`src/rtl/reg_share_arbiter.sv`:
```
`default_nettype none
// ============================================================================
// Module      : reg_share_arbiter
// Description : Round-robin arbiter sharing one DW-bit capture register among
//               NREQ requesters. Grant, capture with one-cycle ack/valid, then
//               a programmable hold window before the next grant.
// Revision    : 1.0 - initial release
// ============================================================================
module reg_share_arbiter #(
    parameter int NREQ = 4,
    parameter int DW   = 4,
    parameter int HOLD = 2
) (
    input  logic               clk,
    input  logic               rst_n,
    input  logic [NREQ-1:0]    req,
    input  logic [NREQ*DW-1:0] data_in,
    output logic [NREQ-1:0]    gnt,
    output logic [NREQ-1:0]    ack,
    output logic [DW-1:0]      data_ff,
    output logic               valid,
    output logic               busy
);

    localparam int              c_pw        = (NREQ > 1) ? $clog2(NREQ) : 1;
    localparam logic [c_pw:0]   c_nreq      = (c_pw + 1)'(NREQ);
    localparam logic [c_pw-1:0] c_last      = c_pw'(NREQ - 1);
    localparam logic [3:0]      c_hold_last = (HOLD > 0) ? 4'(HOLD - 1) : 4'd0;
    localparam logic [NREQ-1:0] c_one       = {{(NREQ - 1){1'b0}}, 1'b1};

    typedef enum logic [1:0] {
        S_IDLE  = 2'd0,
        S_GRANT = 2'd1,
        S_HOLD  = 2'd2
    } state_t;

    state_t          r_state;
    logic [c_pw-1:0] r_ptr;
    logic [c_pw-1:0] r_win;
    logic [3:0]      r_hold_cnt;
    logic [NREQ-1:0] r_gnt;
    logic [NREQ-1:0] r_ack;
    logic [DW-1:0]   r_data;
    logic            r_valid;

    logic [NREQ-1:0] w_req_eff;
    logic            w_found;
    logic [c_pw-1:0] w_win;
    logic [c_pw:0]   w_idx;
    logic [c_pw-1:0] w_ptr_next;
    logic [DW-1:0]   w_data [NREQ];

    // Split the packed data bus into one word per requester.
    generate
        for (genvar gi = 0; gi < NREQ; gi++) begin : g_unpack
            assign w_data[gi] = data_in[gi*DW +: DW];
        end
    endgenerate

    // A requester just acknowledged cannot win again on the very next edge.
    assign w_req_eff = req & ~r_ack;

    // Circular priority search starting at the round-robin pointer.
    always_comb begin
        w_found = 1'b0;
        w_win   = '0;
        w_idx   = '0;
        for (int k = 0; k < NREQ; k++) begin
            w_idx = {1'b0, r_ptr} + (c_pw + 1)'(k);
            if (w_idx >= c_nreq) begin
                w_idx = w_idx - c_nreq;
            end
            if (!w_found && w_req_eff[w_idx[c_pw-1:0]]) begin
                w_found = 1'b1;
                w_win   = w_idx[c_pw-1:0];
            end
        end
    end

    // Pointer moves to the index just after the served requester.
    assign w_ptr_next = (r_win == c_last) ? '0 : r_win + 1'b1;

    // Arbitration FSM with registered grant, acknowledge and capture register.
    always_ff @(posedge clk or negedge rst_n) begin
        if (!rst_n) begin
            r_state    <= S_IDLE;
            r_ptr      <= '0;
            r_win      <= '0;
            r_hold_cnt <= '0;
            r_gnt      <= '0;
            r_ack      <= '0;
            r_data     <= '0;
            r_valid    <= 1'b0;
        end else begin
            r_ack   <= '0;
            r_valid <= 1'b0;
            case (r_state)
                S_IDLE: begin
                    if (w_found) begin
                        r_gnt   <= c_one << w_win;
                        r_win   <= w_win;
                        r_state <= S_GRANT;
                    end else begin
                        r_gnt <= '0;
                    end
                end
                S_GRANT: begin
                    r_gnt <= '0;
                    if (req[r_win]) begin
                        r_data  <= w_data[r_win];
                        r_ack   <= c_one << r_win;
                        r_valid <= 1'b1;
                        r_ptr   <= w_ptr_next;
                        if (HOLD > 0) begin
                            r_state    <= S_HOLD;
                            r_hold_cnt <= c_hold_last;
                        end else begin
                            r_state <= S_IDLE;
                        end
                    end else begin
                        // Withdrawn request: abort without capture.
                        r_state <= S_IDLE;
                    end
                end
                S_HOLD: begin
                    if (r_hold_cnt == 4'd0) begin
                        r_state <= S_IDLE;
                    end else begin
                        r_hold_cnt <= r_hold_cnt - 1'b1;
                    end
                end
                default: begin
                    r_state <= S_IDLE;
                    r_gnt   <= '0;
                end
            endcase
        end
    end

    assign gnt     = r_gnt;
    assign ack     = r_ack;
    assign data_ff = r_data;
    assign valid   = r_valid;
    assign busy    = (r_state != S_IDLE);

endmodule
`default_nettype wire
```
`config.mk`:
```
export PLATFORM = sky130hd
export DESIGN_NAME = reg_share_arbiter
export DESIGN_NICKNAME = d
export VERILOG_FILES = /design/src/rtl/reg_share_arbiter.sv
export SDC_FILE = /design/constraint.sdc
export NUM_CORES = 1
export LEC_CHECK = 0
export ABC_AREA = 1
export CORE_UTILIZATION = 30
export CTS_BUF_LIST = sky130_fd_sc_hd__clkbuf_16
export DETAILED_ROUTE_END_ITERATION = 7
export SETUP_SLACK_MARGIN = 0.15
export SLEW_MARGIN = 20
export SYNTH_ARGS = -nofsm -noshare
export SYNTH_HDL_FRONTEND = slang
export SYNTH_SLANG_ARGS = --single-unit
```
`constraint.sdc`:
```
create_clock -name clk -period 1.4 [get_ports clk]
set_clock_uncertainty 0.05 [all_clocks]
set_input_delay 0.21 -clock clk [delete_from_list [all_inputs] [get_ports clk]]
set_output_delay 0.21 -clock clk [all_outputs]
set_load 0.1 [all_outputs]
```
======== Yosys cells after proc, flatten, opt, wreduce, memory -nomap -nowiden ========
Index checks and enable logic that the tools add are counted.
operators by class
  reduce and logical (&&, ||, !) cells .... 14
  multipliers ............................. 0
  add/subtract/negate cells ............... 9
  magnitude comparators ................... 10
  div/mod/pow operators ................... 0
  shift-type cells ........................ 2
  muxes and demuxes ....................... 39
  equality and inequality tests ........... 7
  bitwise logic cells ..................... 3
operators with widths
  operator                                                                             number
  4-bit two-way mux                                                                    7
  2-bit two-way mux                                                                    12
  4-bit case mux with 2 select lines                                                   2
  2-bit by 3-bit < comparator with 1-bit output, second input constant                 5
  3-bit greater-or-equal comparator, second input constant                             4
  1-bit two-way mux                                                                    11
  1-bit binary-select mux with 2-bit select                                            5
  4-bit binary-select mux with 2-bit select                                            1
  2-bit inequality test, second input constant                                         4
  1-bit by 2-bit << shifter with 4-bit output, first input constant                    2
  2-bit by 1-bit subtractor with 2-bit output, second input constant                   4
  2-bit by 2-bit adder with 3-bit output, second input constant                        2
  2-bit case mux with 3 select lines                                                   1
  2-bit AND reduction                                                                  3
  4-bit bitwise AND                                                                    1
  2-bit == test, second input constant                                                 2
  4-bit logical NOT                                                                    1
  4-bit NOT                                                                            1
  2-bit nonzero test                                                                   2
  4-bit by 1-bit subtractor with 4-bit output, second input constant                   1
  2-bit by 1-bit adder with 3-bit output, second input constant                        1
  2-bit by 3-bit greater-or-equal comparator with 1-bit output, second input constant  1
  1-bit logical AND                                                                    3
  1-bit logical NOT                                                                    3
  other kinds (5)                                                                      5
storage, ports and cells
  memory bits (read-only) ................. 0
  logic and storage cells ................. 92
  memories ................................ 0
  bits in latches ......................... 0
  flip-flop bits (word level) ............. 23
  memory bits (writable) .................. 0
  output and inout port bits .............. 14
  input bits .............................. 22

======== Depth between registers and ports, before layout ========
  word-level depth ........................ 17
  gate-level depth with buffers ........... 13

======== Least setup slack after synthesis ========
No wires, ideal clock.
  kind .................................... reg2reg
  from .................................... reg r_ack[2] (netlist: ack[2])
  to ...................................... reg r_gnt[0] (netlist: gnt[0])
  path buffers ............................ 0
  arrival time ............................ 1.825 ns
  cell stages (with the launch flop) ...... 12
  slack ................................... -0.595 ns
  clock period less this slack ............ 1.995 ns
  library setup time ...................... 0.120 ns
  cell sequence ........................... dfrtp_1 > inv_1 > nand3_2 > nand3_1 > nand2_2 > nand2_2 > nor2_4 > nand2_1 > nand2_1 > nand2_2 > nand3_1 > nand2_1
on the way
  cells in the longest elaborated chain, start to end .. 17
  elaborated cells on any way between the ends .. 27
ends and longest elaborated chain
  what                                         line  text
  from (decl)                                  42    logic [NREQ-1:0] r_ack;
  from (signal assigned)                       111   r_ack <= c_one << r_win;
  4-bit NOT (*)                                61    assign w_req_eff = req & ~r_ack;
  4-bit bitwise AND (*)                        61
  1-bit binary-select mux with 2-bit select    73    if (!w_found && w_req_eff[w_idx[c_pw-1:0]]) begin
  1-bit two-way mux (implied by the code)      73
  1-bit two-way mux                            73
  1-bit logical NOT                            73
  1-bit logical AND                            73
  1-bit two-way mux                            73
  1-bit logical NOT                            73
  1-bit logical AND                            73
  1-bit two-way mux                            73
  1-bit logical NOT                            73
  1-bit logical AND                            73
  2-bit two-way mux                            73
  1-bit by 2-bit << shifter with 4-bit output  100   r_gnt <= c_one << w_win;
  4-bit two-way mux (*)                        99    if (w_found) begin
  4-bit case mux with 2 select lines (*)       97    case (r_state)
  to (signal assigned)                         100
  to (decl)                                    41    logic [NREQ-1:0] r_gnt;
Mark *: on every way between the ends. The rest lies on a longest branch, timed or not. The select of a mux whose other input is x is not followed.
A chain may end at the register's enable or synchronous reset.

======== Worst setup path after layout ========
  from .................................... reg r_ptr[0]
  to ...................................... reg r_gnt[0] (netlist: gnt[0])
on the way
  cells in the longest elaborated chain, start to end .. 17
  elaborated cells on any way between the ends .. 40
ends and longest elaborated chain
  what                                                                                             line  text
  from (decl)                                                                                      38    logic [c_pw-1:0] r_ptr;
  from (signal assigned)                                                                           113   r_ptr <= w_ptr_next;
  parallel branches: the longest is 15 deep, another holds 2-bit by 1-bit adder with 3-bit output  n/a
  4-bit two-way mux (*)                                                                            99
  4-bit case mux with 2 select lines (*)                                                           97
Every way passes the cells marked *. The select of a mux whose other input is x is not followed.

==> metrics.yaml <==
status:
  status: "finished, violations left"
  violations: "negative setup slack"
finish:
  finish.net_count: 290
  area_growth_pct: 69.66
  antennaDiodeCount: 0
  drive_gt1_frac: 0.3831
  n_fill_cell: 411
  final_cells: 313
  utilization: 0.5442
  multi_input_area_um2: 848.3
  seqCellArea_um2: 591.8
  final_cell_area_mm2: 0.002435
route:
  vias: 1479
  wl_per_cell_um: 11.54
  dr.pass1.iters: 6
  vias_per_cell: 4.725
  routed_wl_mm: 3.613
  drtIter0Drc: 68
  drtAntennaViolNets: 0
  drc: 0
critical_path:
  reg2reg_depth: 12
  cp.required_ns: 1.50
  critPathKind: "reg -> reg"
  cp-end-kind: "flip-flop"
  cp-start-kind: "flip-flop"
  crit_path_max_fanout: 8
  cp.arrival_ns: 1.67
clock_tree:
  cts_tree: "done"
  postCtsHoldBufs: 0
  cts_buffers: 3
  numClockSinks: 23
  cts.path.max_buffers: 2
  htreeDepth: 1
  clk_pin_slew_ns: 0.06
  cts-root-buf: "clkbuf_16"
  clk_latency_ns: 0.26
timing:
  slew_headroom: 0.8030
  hold_viol_final: 0
  worstMarginPinSlew_ns: 0.2954
  worst_slack_ns: -0.1676
  grt_setup_unrepaired: "true"
  final.setup.tns_ns: -0.9622
  setup_viol: 7
  post-route-min-period_ns: 1.568
  period_share: 1.120
  fmax_mhz: 637.9
  drv_slew: 0
placed_design:
  dpl.cell_count: 298
  gp_congestion: 0.8615
  placed_area_mm2: 0.002181
  dp_hpwl_mm: 2.651
  port_buffers: 35
synthesis:
  ys_types: 22
  ys_seq_area_frac: 0.4010
  synth_edf_count: 0
  async_flop_share: 1.000
  netlist_area_mm2: 0.001435
  synth_top_cells_by_count: "nand2_1 (50), dfrtp_1 (23), nor2_1 (23)"
  syn-num-nets: 222
  synth_seq_cells: 23
  ys.flop_type: "dfrtp_1"
  yosys.area.top_type_share: 0.4010
  ys_warn_count: 0
  yosysMostFrequentCell: "nand2_1"
  syn_inst: 194
  yosys-top-cells-area: "dfrtp_1 (40%), nand2_1 (13%), nand3_1 (6.6%), nor2_1 (6.0%), inv_1 (5.5%)"
  synth.largest_area_cell: "dfrtp_1"
  synth_area_per_cell_um2: 7.398
power:
  power.density_mw_per_mm2: 2676
  power_frac_clock: 0.094
  combPwrFrac: 0.718
  seq_power_share: 0.188
  fin_total_pwr_mw: 6.515
  ir_drop_mv: 1.822
  switching_share: 0.5149
  p_sw_mw: 3.354
  internal_power_mw: 3.161
  leakagePower_nw: 1.165
die:
  initial_core_util: 0.3207
  die_x_um: 71.17
  chipHeight_um: 71.17
  dieArea_mm2: 0.005064
  ios: 36
  fp-row-count: 24
  core_area_mm2: 0.004474
grt:
  grt_pass1_wl_mm: 6.313
  track_usage: 0.1578
  first_global_vias: 1428
  overflow: 0
  antenna_found_initial: 0
  grt_max_degree: 24
flow_run:
  cap_violations: 0
worst_hold_path:
  min_path_type: "in -> async"
==> cells in the final DEF, fill, tap and decap left out, types with 2 or more instances in the layout <==
cell type        synthesis  final
nand2_1                 50     47
buf_4                    0     26
clkdlybuf4s50_1          0     20
nor2_1                  23     19
dfrtp_1                 23     18
buf_12                   0     14
inv_1                   21     13
nand3_1                 19     13
nand3_2                  5     10
o21ai_0                 14      9
inv_2                    2      8
nand2_2                  8      7
o21ai_1                  0      5
o22ai_1                  6      5
ha_1                     6      5
buf_6                    1      5
nor2_2                   2      4
nand2_4                  0      4
dfrtp_4                  0      4
nor2_4                   1      3
clkbuf_16                0      3
clkinvlp_4               0      2
o21ai_2                  2      2
a21oi_1                  2      2
xor2_1                   2      2
nand4_1                  2      2
==> final cells by class <==
cell class / instances / area share
Tap cell: 52 / 0.02672
Inverter: 24 / 0.04162
Timing Repair Buffer: 66 / 0.3042
Timing Repair inverter: 1 / 0.003083
Multi-Input combinational cell: 143 / 0.3484
Clock inverter: 1 / 0.002055
Sequential cell: 23 / 0.2431
Clock buffer: 3 / 0.03083
==> critical path, cell delays in order (launching register included) <==
cell and delay [ns]:
dfrtp_2 0.49, inv_6 0.12, nand2_2 0.06, nand2_2 0.08, nand3_2 0.08, nand2_4 0.11, nand2_4 0.06, nor2_4 0.09
nand2_1 0.05, nand2_1 0.07, nand2_2 0.08, nand3_2 0.07, nand2_1 0.05
==> metal layers <==
metal  vias to the layer above  track usage  part of all wire
met5                         -            0                 0
met4                         0      0.06000             0.014
met3                         5      0.03419             0.033
met2                        28       0.2540              0.48
met1                       686       0.2075              0.47
li1                        760            -                 -
==> metrics by stage <==
stage	hold WS, ns	setup slack (ns)
floorplan	-0.1356	-0.1589
global placement	0.4057	-0.3120
detailed placement	0.4127	-0.3379
CTS	0.2668	-0.1534
global route	0.2872	-0.2914
finish	0.2600	-0.1676
==> state kept, by name (all words and copies together), names as in the netlist <==
signal,cells
ack,4
gnt,4
valid,1
r_hold_cnt,4
data_ff,4
r_ptr,2
r_state,2
r_win,2
==> path summary, 6_finish.rpt <==
kind | startpoint | endpoint | slack, ns
setup / recovery | r_ptr[0] | gnt[0] | -0.17
hold / removal | rst_n | data_ff[1] | 0.26
setup reg to reg | r_ptr[0] | gnt[0] | -0.17
hold reg to reg | data_ff[2] | data_ff[2] | 0.49
max in group asynchronous | rst_n | ack[0] | 0.78
min in group clk | data_ff[2] | data_ff[2] | 0.49
==> what timing repair did <==
item / CTS / global route
setup endpoints to repair: 27 / 28
resized for setup: 21 / 5
pin swaps: 6 / 4
gates cloned: 1 / 0
buffers inserted: 9 / 1
==> cells by family after synthesis <==
family | count (synthesis) | share of synthesized area
compound gates | 25 | 0.09853
flops | 23 | 0.4010
buf+inv | 28 | 0.08370
simple gates | 110 | 0.3522
xor+xnor | 2 | 0.01221
fa+ha+maj | 6 | 0.05231
==> power by group through the flow <==
| stage | logic, mW | clock network, mW | registers [mW] |
|---|---|---|---|
| 6_report | 4.68 | 0.615 | 1.22 |
| 4_1_cts | 4.62 | 0.636 | 1.22 |
| 2_1_floorplan | 1.98 | 0 | 1.98 |
| 3_3_place_gp | 4.12 | 0 | 1.23 |
| 5_1_grt | 5.05 | 0.658 | 1.25 |
| 3_5_place_dp | 4.15 | 0 | 1.22 |
Power figures use the tool's default switching activity.
